**src/rtl/echo_pkg.sv**
```systemverilog
// Shared types and constants for the sonar scan path.
// Scan FSM states, frame header, sonar-fail code, UART write guard.
package echo_pkg;

  typedef enum logic [3:0] {
    S_IDLE,
    S_MOVE,
    S_SETTLE,
    S_MEASURE,
    S_WAIT_SONAR,
    S_TX_HDR,
    S_TX_ANG,
    S_TX_DST,
    S_NEXT,
    S_FIN
  } scan_state_t;

  localparam logic [7:0] SCAN_HDR   = 8'hA5;
  localparam logic [7:0] SONAR_FAIL = 8'hFF;
  localparam int         TX_GUARD   = 2;

endpackage

```
**src/rtl/uart_byte_tx.sv**
```systemverilog
// Single-byte writer for CoreUART TX: active-low wen pulse, held data_in.
// Ports: byte_valid/byte_data/byte_accept request side; txrdy, wen, data_in UART side.
module uart_byte_tx
  import echo_pkg::*;
(
  input  logic       clk,
  input  logic       rst_n,
  input  logic       byte_valid,
  input  logic [7:0] byte_data,
  output logic       byte_accept,
  input  logic       txrdy,
  output logic       wen,
  output logic [7:0] data_in
);

  logic [1:0] guard_q, guard_d;
  logic       wen_q, wen_d;
  logic [7:0] data_q, data_d;

  // txrdy lags a write inside CoreUART, so it is
  // not trusted until the guard has drained.
  always_comb begin
    byte_accept = byte_valid && txrdy && (guard_q == 2'd0);
    wen_d       = !byte_accept;
    data_d      = byte_accept ? byte_data : data_q;
    if (byte_accept)
      guard_d = 2'(TX_GUARD);
    else if (guard_q != 2'd0)
      guard_d = guard_q - 2'd1;
    else
      guard_d = 2'd0;
  end

  always_ff @(posedge clk or negedge rst_n) begin
    if (!rst_n) begin
      guard_q <= 2'd0;
      wen_q   <= 1'b1;
      data_q  <= 8'h00;
    end else begin
      guard_q <= guard_d;
      wen_q   <= wen_d;
      data_q  <= data_d;
    end
  end

  assign wen     = wen_q;
  assign data_in = data_q;

endmodule

```
**src/rtl/scan_sequencer.sv**
```systemverilog
// Autonomous servo/sonar sweep; emits one A5/angle/distance frame per point.
// Ports: start/abort/angles/step control, servo, sonar, CoreUART TX, busy/done.
module scan_sequencer
  import echo_pkg::*;
#(
  parameter int         freq          = 50_000_000,
  parameter int         SETTLE_PWM    = 2,
  parameter int         SONAR_TIMEOUT = freq / 25,
  parameter logic [7:0] HOME_ANGLE    = 8'd90
) (
  input  logic       clk,
  input  logic       rst_n,
  input  logic       start,
  input  logic       abort,
  input  logic [7:0] start_angle,
  input  logic [7:0] end_angle,
  input  logic [7:0] step,
  input  logic       servo_cycle_done,
  output logic [7:0] servo_angle,
  output logic       sonar_measure,
  input  logic       sonar_ready,
  input  logic [7:0] sonar_distance,
  input  logic       txrdy,
  output logic       wen,
  output logic [7:0] data_in,
  output logic       busy,
  output logic       done
);

  localparam int TW = $clog2(SONAR_TIMEOUT + 1);
  localparam int SW = $clog2(SETTLE_PWM + 1);

  scan_state_t state_q, state_d;
  logic [7:0]  cur_q, cur_d;
  logic [7:0]  end_q, end_d;
  logic [7:0]  step_q, step_d;
  logic        up_q, up_d;
  logic [7:0]  dist_q, dist_d;
  logic [SW-1:0] settle_q, settle_d;
  logic [TW-1:0] tmo_q, tmo_d;
  logic        rdy_q, rdy_d;
  logic [7:0]  servo_q, servo_d;
  logic        meas_q, meas_d;
  logic        busy_q, busy_d;
  logic        done_q, done_d;

  logic        tx_valid;
  logic [7:0]  tx_byte;
  logic        tx_accept;
  logic [8:0]  nxt;
  logic        past_end;

  uart_byte_tx u_tx (
    .clk        (clk),
    .rst_n      (rst_n),
    .byte_valid (tx_valid),
    .byte_data  (tx_byte),
    .byte_accept(tx_accept),
    .txrdy      (txrdy),
    .wen        (wen),
    .data_in    (data_in)
  );

  // 9-bit step so an overshoot past 0/255 is seen as a carry/borrow.
  always_comb begin
    nxt = up_q ? ({1'b0, cur_q} + {1'b0, step_q})
               : ({1'b0, cur_q} - {1'b0, step_q});
    past_end = nxt[8] ||
      (up_q ? (nxt[7:0] > end_q) : (nxt[7:0] < end_q));
  end

  always_comb begin
    state_d  = state_q;
    cur_d    = cur_q;
    end_d    = end_q;
    step_d   = step_q;
    up_d     = up_q;
    dist_d   = dist_q;
    settle_d = settle_q;
    tmo_d    = tmo_q;
    rdy_d    = rdy_q;
    servo_d  = servo_q;
    busy_d   = busy_q;
    meas_d   = 1'b0;
    done_d   = 1'b0;
    tx_valid = 1'b0;
    tx_byte  = SCAN_HDR;
    if (state_q != S_IDLE && abort) begin
      state_d = S_IDLE;
      busy_d  = 1'b0;
    end else begin
      unique case (state_q)
        S_IDLE: begin
          if (start && !abort) begin
            cur_d   = start_angle;
            end_d   = end_angle;
            step_d  = (step == 8'd0) ? 8'd1 : step;
            up_d    = start_angle <= end_angle;
            servo_d = start_angle;
            busy_d  = 1'b1;
            state_d = S_MOVE;
          end
        end
        S_MOVE: begin
          servo_d  = cur_q;
          settle_d = '0;
          state_d  = S_SETTLE;
        end
        S_SETTLE: begin
          if (servo_cycle_done) begin
            if (settle_q == SW'(SETTLE_PWM - 1)) begin
              meas_d  = 1'b1;
              state_d = S_MEASURE;
            end else begin
              settle_d = settle_q + 1'b1;
            end
          end
        end
        S_MEASURE: begin
          tmo_d   = '0;
          rdy_d   = sonar_ready;
          state_d = S_WAIT_SONAR;
        end
        S_WAIT_SONAR: begin
          rdy_d = sonar_ready;
          if (sonar_ready && !rdy_q) begin
            dist_d  = sonar_distance;
            state_d = S_TX_HDR;
          end else if (tmo_q == TW'(SONAR_TIMEOUT - 1)) begin
            dist_d  = SONAR_FAIL;
            state_d = S_TX_HDR;
          end else begin
            tmo_d = tmo_q + 1'b1;
          end
        end
        S_TX_HDR: begin
          tx_valid = 1'b1;
          tx_byte  = SCAN_HDR;
          if (tx_accept) state_d = S_TX_ANG;
        end
        S_TX_ANG: begin
          tx_valid = 1'b1;
          tx_byte  = cur_q;
          if (tx_accept) state_d = S_TX_DST;
        end
        S_TX_DST: begin
          tx_valid = 1'b1;
          tx_byte  = dist_q;
          if (tx_accept) state_d = S_NEXT;
        end
        S_NEXT: begin
          if (cur_q == end_q) begin
            done_d  = 1'b1;
            state_d = S_FIN;
          end else begin
            cur_d   = past_end ? end_q : nxt[7:0];
            state_d = S_MOVE;
          end
        end
        S_FIN: begin
          busy_d  = 1'b0;
          state_d = S_IDLE;
        end
        default: state_d = S_IDLE;
      endcase
    end
  end

  always_ff @(posedge clk or negedge rst_n) begin
    if (!rst_n) begin
      state_q  <= S_IDLE;
      cur_q    <= 8'h00;
      end_q    <= 8'h00;
      step_q   <= 8'h01;
      up_q     <= 1'b1;
      dist_q   <= 8'h00;
      settle_q <= '0;
      tmo_q    <= '0;
      rdy_q    <= 1'b0;
      servo_q  <= HOME_ANGLE;
      meas_q   <= 1'b0;
      busy_q   <= 1'b0;
      done_q   <= 1'b0;
    end else begin
      state_q  <= state_d;
      cur_q    <= cur_d;
      end_q    <= end_d;
      step_q   <= step_d;
      up_q     <= up_d;
      dist_q   <= dist_d;
      settle_q <= settle_d;
      tmo_q    <= tmo_d;
      rdy_q    <= rdy_d;
      servo_q  <= servo_d;
      meas_q   <= meas_d;
      busy_q   <= busy_d;
      done_q   <= done_d;
    end
  end

  assign servo_angle   = servo_q;
  assign sonar_measure = meas_q;
  assign busy          = busy_q;
  assign done          = done_q;

endmodule

```
**config.mk**
```make
export PLATFORM = sky130hd
export DESIGN_NAME = scan_sequencer
export DESIGN_NICKNAME = d
export VERILOG_FILES = /design/src/rtl/echo_pkg.sv /design/src/rtl/uart_byte_tx.sv /design/src/rtl/scan_sequencer.sv
export SDC_FILE = /design/constraint.sdc
export NUM_CORES = 1
export LEC_CHECK = 0
export CELL_PAD_IN_SITES_DETAIL_PLACEMENT = 1
export CELL_PAD_IN_SITES_GLOBAL_PLACEMENT = 2
export CORE_MARGIN = 2
export CORE_UTILIZATION = 33
export CTS_BUF_LIST = sky130_fd_sc_hd__clkbuf_4 sky130_fd_sc_hd__clkbuf_8
export DETAILED_ROUTE_END_ITERATION = 8
export PLACE_DENSITY = 0.83
export SLEW_MARGIN = 20
export SYNTH_ARGS = -nofsm -noshare
export SYNTH_HDL_FRONTEND = slang
export SYNTH_SLANG_ARGS = --single-unit
```
**constraint.sdc**
```tcl
create_clock -name clk -period 4.3 [get_ports clk]
set_input_delay 1.29 -clock clk [delete_from_list [all_inputs] [get_ports clk]]
set_output_delay 1.29 -clock clk [all_outputs]
set_load 0.05 [all_outputs]
```
==> impl_metrics.ini <==
[run_status]
status = completed

[floorplan]
initial_utilization_pct = 33.8
chipHeight_microns = 129
die_w_microns = 129
core_sq_um = 15200
die_area_sq_um = 16600
rows = 45
ioPinCount = 59

[place]
finalWeightedCongestion = 0.815
detailed_place_hpwl_mm = 10.9
dp_cells = 778
placed_area_sq_um = 5910
port_buffers = 58

[global_routing]
via_count_of_the_first_global_routing_pass = 4521
grt-ovfl-total = 0
grt_pass1_wl_mm = 24.1
overall_routing_resource_usage_pct = 18.5
antenna_violations_before_repair = 0
grt_max_degree = 84

[timing]
fin_worst_skew_ns = 0.00805
rsz0062_at_grt = true
finalHoldViolations = 0
setup_violations = 0
relSlewSlack_pct = 45.4
min_period_ns = 4.07
layout_worst_path_cycle_share_pct = 94.7
max_slew.worst_pin.slew_ns = 0.815
tns_ns = 0
timing_max_transition_violations_final = 0
worst_slack_on_hold_paths_ns = 0.460
max_freq_ghz = 0.246

[yosys]
synth_sequential_area_ratio_pct = 40.5
netlist_top_cells_area = sky130_fd_sc_hd__dfrtp_1 37%, sky130_fd_sc_hd__ha_1 6.6%, sky130_fd_sc_hd__nor2_1 4.7%
synth_cell_type_count = 67
syn-instance-count = 544
synth_async_sr_flop_share_pct = 100
synth.largest_area_cell = sky130_fd_sc_hd__dfrtp_1
synth.cell_area_sq_um = 5140
yosysMostFrequentCell = sky130_fd_sc_hd__dfrtp_1
yosys_warnings = 0
ys.flop_type = sky130_fd_sc_hd__dfrtp_1
postSynthAreaPerCell_sq_um = 9.46
synth_top_cell_area_share_pct = 37.0
synth_edf_count = 0
number_of_storage_elements_in_the_synthesis_netlist = 83
netlist_top_cells_count = 76 x sky130_fd_sc_hd__dfrtp_1, 64 x sky130_fd_sc_hd__nor2_1, 43 x sky130_fd_sc_hd__nand2_1, 36 x sky130_fd_sc_hd__a21oi_1
syn_nets = 611

[critical_path]
timing.critical_path.from_type = flip-flop
timing.reg2reg.worst_path_depth = 17
critical_path.max_fanout = 4
cp.required_ns = 4.56
regToRegSetupSlack_ns = 0.23
reg2reg_from = step_q[0]
worst_reg2reg_endpoint = cur_q[6]
worstPathArrival_ns = 4.33
worst-setup-path-type = flip-flop to flip-flop
setup.worst_path.end_class = flip-flop

[worst_hold_path]
holdCritStartpoint = u_tx.guard_q[0]
whs_path_depth = 1
worst_hold_path.endpoint = u_tx.guard_q[0]
class_of_the_worst_hold_path = flip-flop to flip-flop

[routing]
drt-total-wl_mm = 14.6
detailedRoute.firstIterationViolations = 172
avgViaCountPerCell = 5.28
detailroute.via_count = 4202
post_dr_wirelength_cell_microns = 18.4
drc_errors = 0
detail-route-antenna-nets = 0
detail_route.first_pass.iterations = 4

[cells_and_area]
area_growth_syn_to_layout_pct = 20.2
count_of_antenna_diodes_in_the_layout = 0
num-nets-final = 670
post_route_cells_drive_above_1_share_pct = 11.8
finish.instance_area_sq_um = 6180
final-instance-count-excl-fill = 796

[power_and_ir_drop]
max_ir_drop_vdd_mv = 0.497
pwr_density_cell_nw_per_um2 = 922
total_leakage_power_nw = 2.76

[job]
maxCapViolCount = 0

[clocking]
cts.htree.levels = 3
cts_max_path_buffers = 2
numCtsBuffers = 9
clock_insertion_delay_worst_skew_ns = 0.37
clk_transition_reported_paths_ns = 0.09
clock_sink_count = 83
tritoncts = built
cts_root_buf = sky130_fd_sc_hd__clkbuf_8
-- worst max-delay path, cell delays in order (launching register included) --
cell and delay (ns):
sky130_fd_sc_hd__dfstp_2 0.55, sky130_fd_sc_hd__inv_1 0.06, sky130_fd_sc_hd__ha_1 0.28, sky130_fd_sc_hd__mux2_2 0.29, sky130_fd_sc_hd__ha_1 0.28, sky130_fd_sc_hd__a21o_1 0.17
sky130_fd_sc_hd__a21oi_2 0.18, sky130_fd_sc_hd__a211oi_1 0.13, sky130_fd_sc_hd__o41ai_2 0.24, sky130_fd_sc_hd__xnor2_1 0.21, sky130_fd_sc_hd__ha_1 0.31, sky130_fd_sc_hd__a21oi_1 0.17
sky130_fd_sc_hd__o21ai_2 0.15, sky130_fd_sc_hd__o211ai_1 0.31, sky130_fd_sc_hd__buf_4 0.21, sky130_fd_sc_hd__mux2i_1 0.20, sky130_fd_sc_hd__o211a_1 0.16, sky130_fd_sc_hd__o21ai_1 0.05
-- worst max-delay path by stage --
stage                     startpoint        to  slack, ns
final                      step_q[0]  cur_q[6]       0.23
after CTS                  step_q[0]  cur_q[5]       0.04
after floorplan                 up_q  cur_q[7]       0.26
after global routing       step_q[0]  cur_q[6]      -0.04
after detailed placement   step_q[0]  cur_q[7]       0.02
after global placement     step_q[0]  cur_q[7]       0.19
-- flip-flops by register name (all words and copies together) (netlist names) --
name / flops
busy: 1
cur_q: 8
dist_q: 8
done: 1
end_q: 8
rdy_q: 1
servo_angle: 8
settle_q: 2
sonar_measure: 1
state_q: 4
step_q: 8
tmo_q: 21
u_tx.data_in: 8
u_tx.guard_q: 2
u_tx.wen: 1
up_q: 1
-- kinds of logic (layout without fill, tap and decap cells) --
family                     count (synthesis)  in the layout  share of synthesized area [%]
buffers and inverters                     46            109                           3.89
muxes                                     34             34                           6.96
AOI/OAI and AO/OA                        113            114                           14.7
and+or+nand+nor                          201            201                           20.3
DFF                                       83             83                           40.5
adders and majority gates                 28             28                           6.96
xor gates and xnor gates                  39             39                           6.64
-- report_power, final --
part / leakage [nW] / internal [mW] / switching [mW]
logic: 1.62 / 1.58 / 2.17
clock network: 0.0843 / 0.224 / 0.307
registers: 1.05 / 1.06 / 0.362
total: 2.76 / 2.86 / 2.84
-- layer usage --
layer | GRT usage [%] | vias up | part of all wire, %
li1 | - | 2046 | -
met1 | 26.9 | 2055 | 50
met2 | 29.0 | 86 | 45
met3 | 2.49 | 15 | 3.5
met4 | 5.31 | 0 | 1.5
met5 | 0 | - | 0
-- cell usage in the layout, fill, tap and decap left out, types with 4 or more instances in the layout --
master	count
sky130_fd_sc_hd__xnor2_1	11
sky130_fd_sc_hd__inv_1	27
sky130_fd_sc_hd__nand2_1	43
sky130_fd_sc_hd__o22a_1	4
sky130_fd_sc_hd__clkbuf_8	10
sky130_fd_sc_hd__nand4_1	7
sky130_fd_sc_hd__dfrtp_1	76
sky130_fd_sc_hd__o21ai_0	21
sky130_fd_sc_hd__and3_1	13
sky130_fd_sc_hd__nand2b_1	8
sky130_fd_sc_hd__dfstp_2	7
sky130_fd_sc_hd__nor2_1	64
sky130_fd_sc_hd__buf_4	7
sky130_fd_sc_hd__a21oi_1	34
sky130_fd_sc_hd__nor3_1	5
sky130_fd_sc_hd__nand3b_1	4
sky130_fd_sc_hd__mux2i_1	20
sky130_fd_sc_hd__clkdlybuf4s50_1	57
sky130_fd_sc_hd__nor2b_1	9
sky130_fd_sc_hd__o221ai_1	6
sky130_fd_sc_hd__xor2_1	26
sky130_fd_sc_hd__a21o_1	6
sky130_fd_sc_hd__o21ai_1	11
sky130_fd_sc_hd__ha_1	27
sky130_fd_sc_hd__a221oi_1	4
sky130_fd_sc_hd__and4_1	4
sky130_fd_sc_hd__nand3_1	15
sky130_fd_sc_hd__mux2_2	14
-- cell type report --
cell class	count	area, sq um
flip-flops and latches	83	2090
multi-input cells	416	2940
fillers	1765	9020
well taps	188	235
clock buffers	10	138
clock inverters	6	41.3
repair buffers	65	634
inverters	28	105
-- through the flow --
stage	setup WS (ns)	util [%]	total power [mW]
final	0.228	40.7	5.70
after global routing	-0.0400	40.7	6.14
after CTS	0.0402	40.1	5.44
after detailed placement	0.0165	38.9	4.87
after global placement	0.192	38.9	4.69
after floorplan	0.263	-	3.86
-- repair_timing --
| item | in CTS | in global routing |
|---|---|---|
| buffers inserted | 0 | 1 |
| pin swaps | 0 | 4 |
| hold buffers | 0 | 0 |
| gates resized for setup | 1 | 9 |
| gates cloned | 0 | 1 |
| endpoints found under the setup margin | 1 | 8 |
Note: power is estimated with default switching activity, not from simulation.
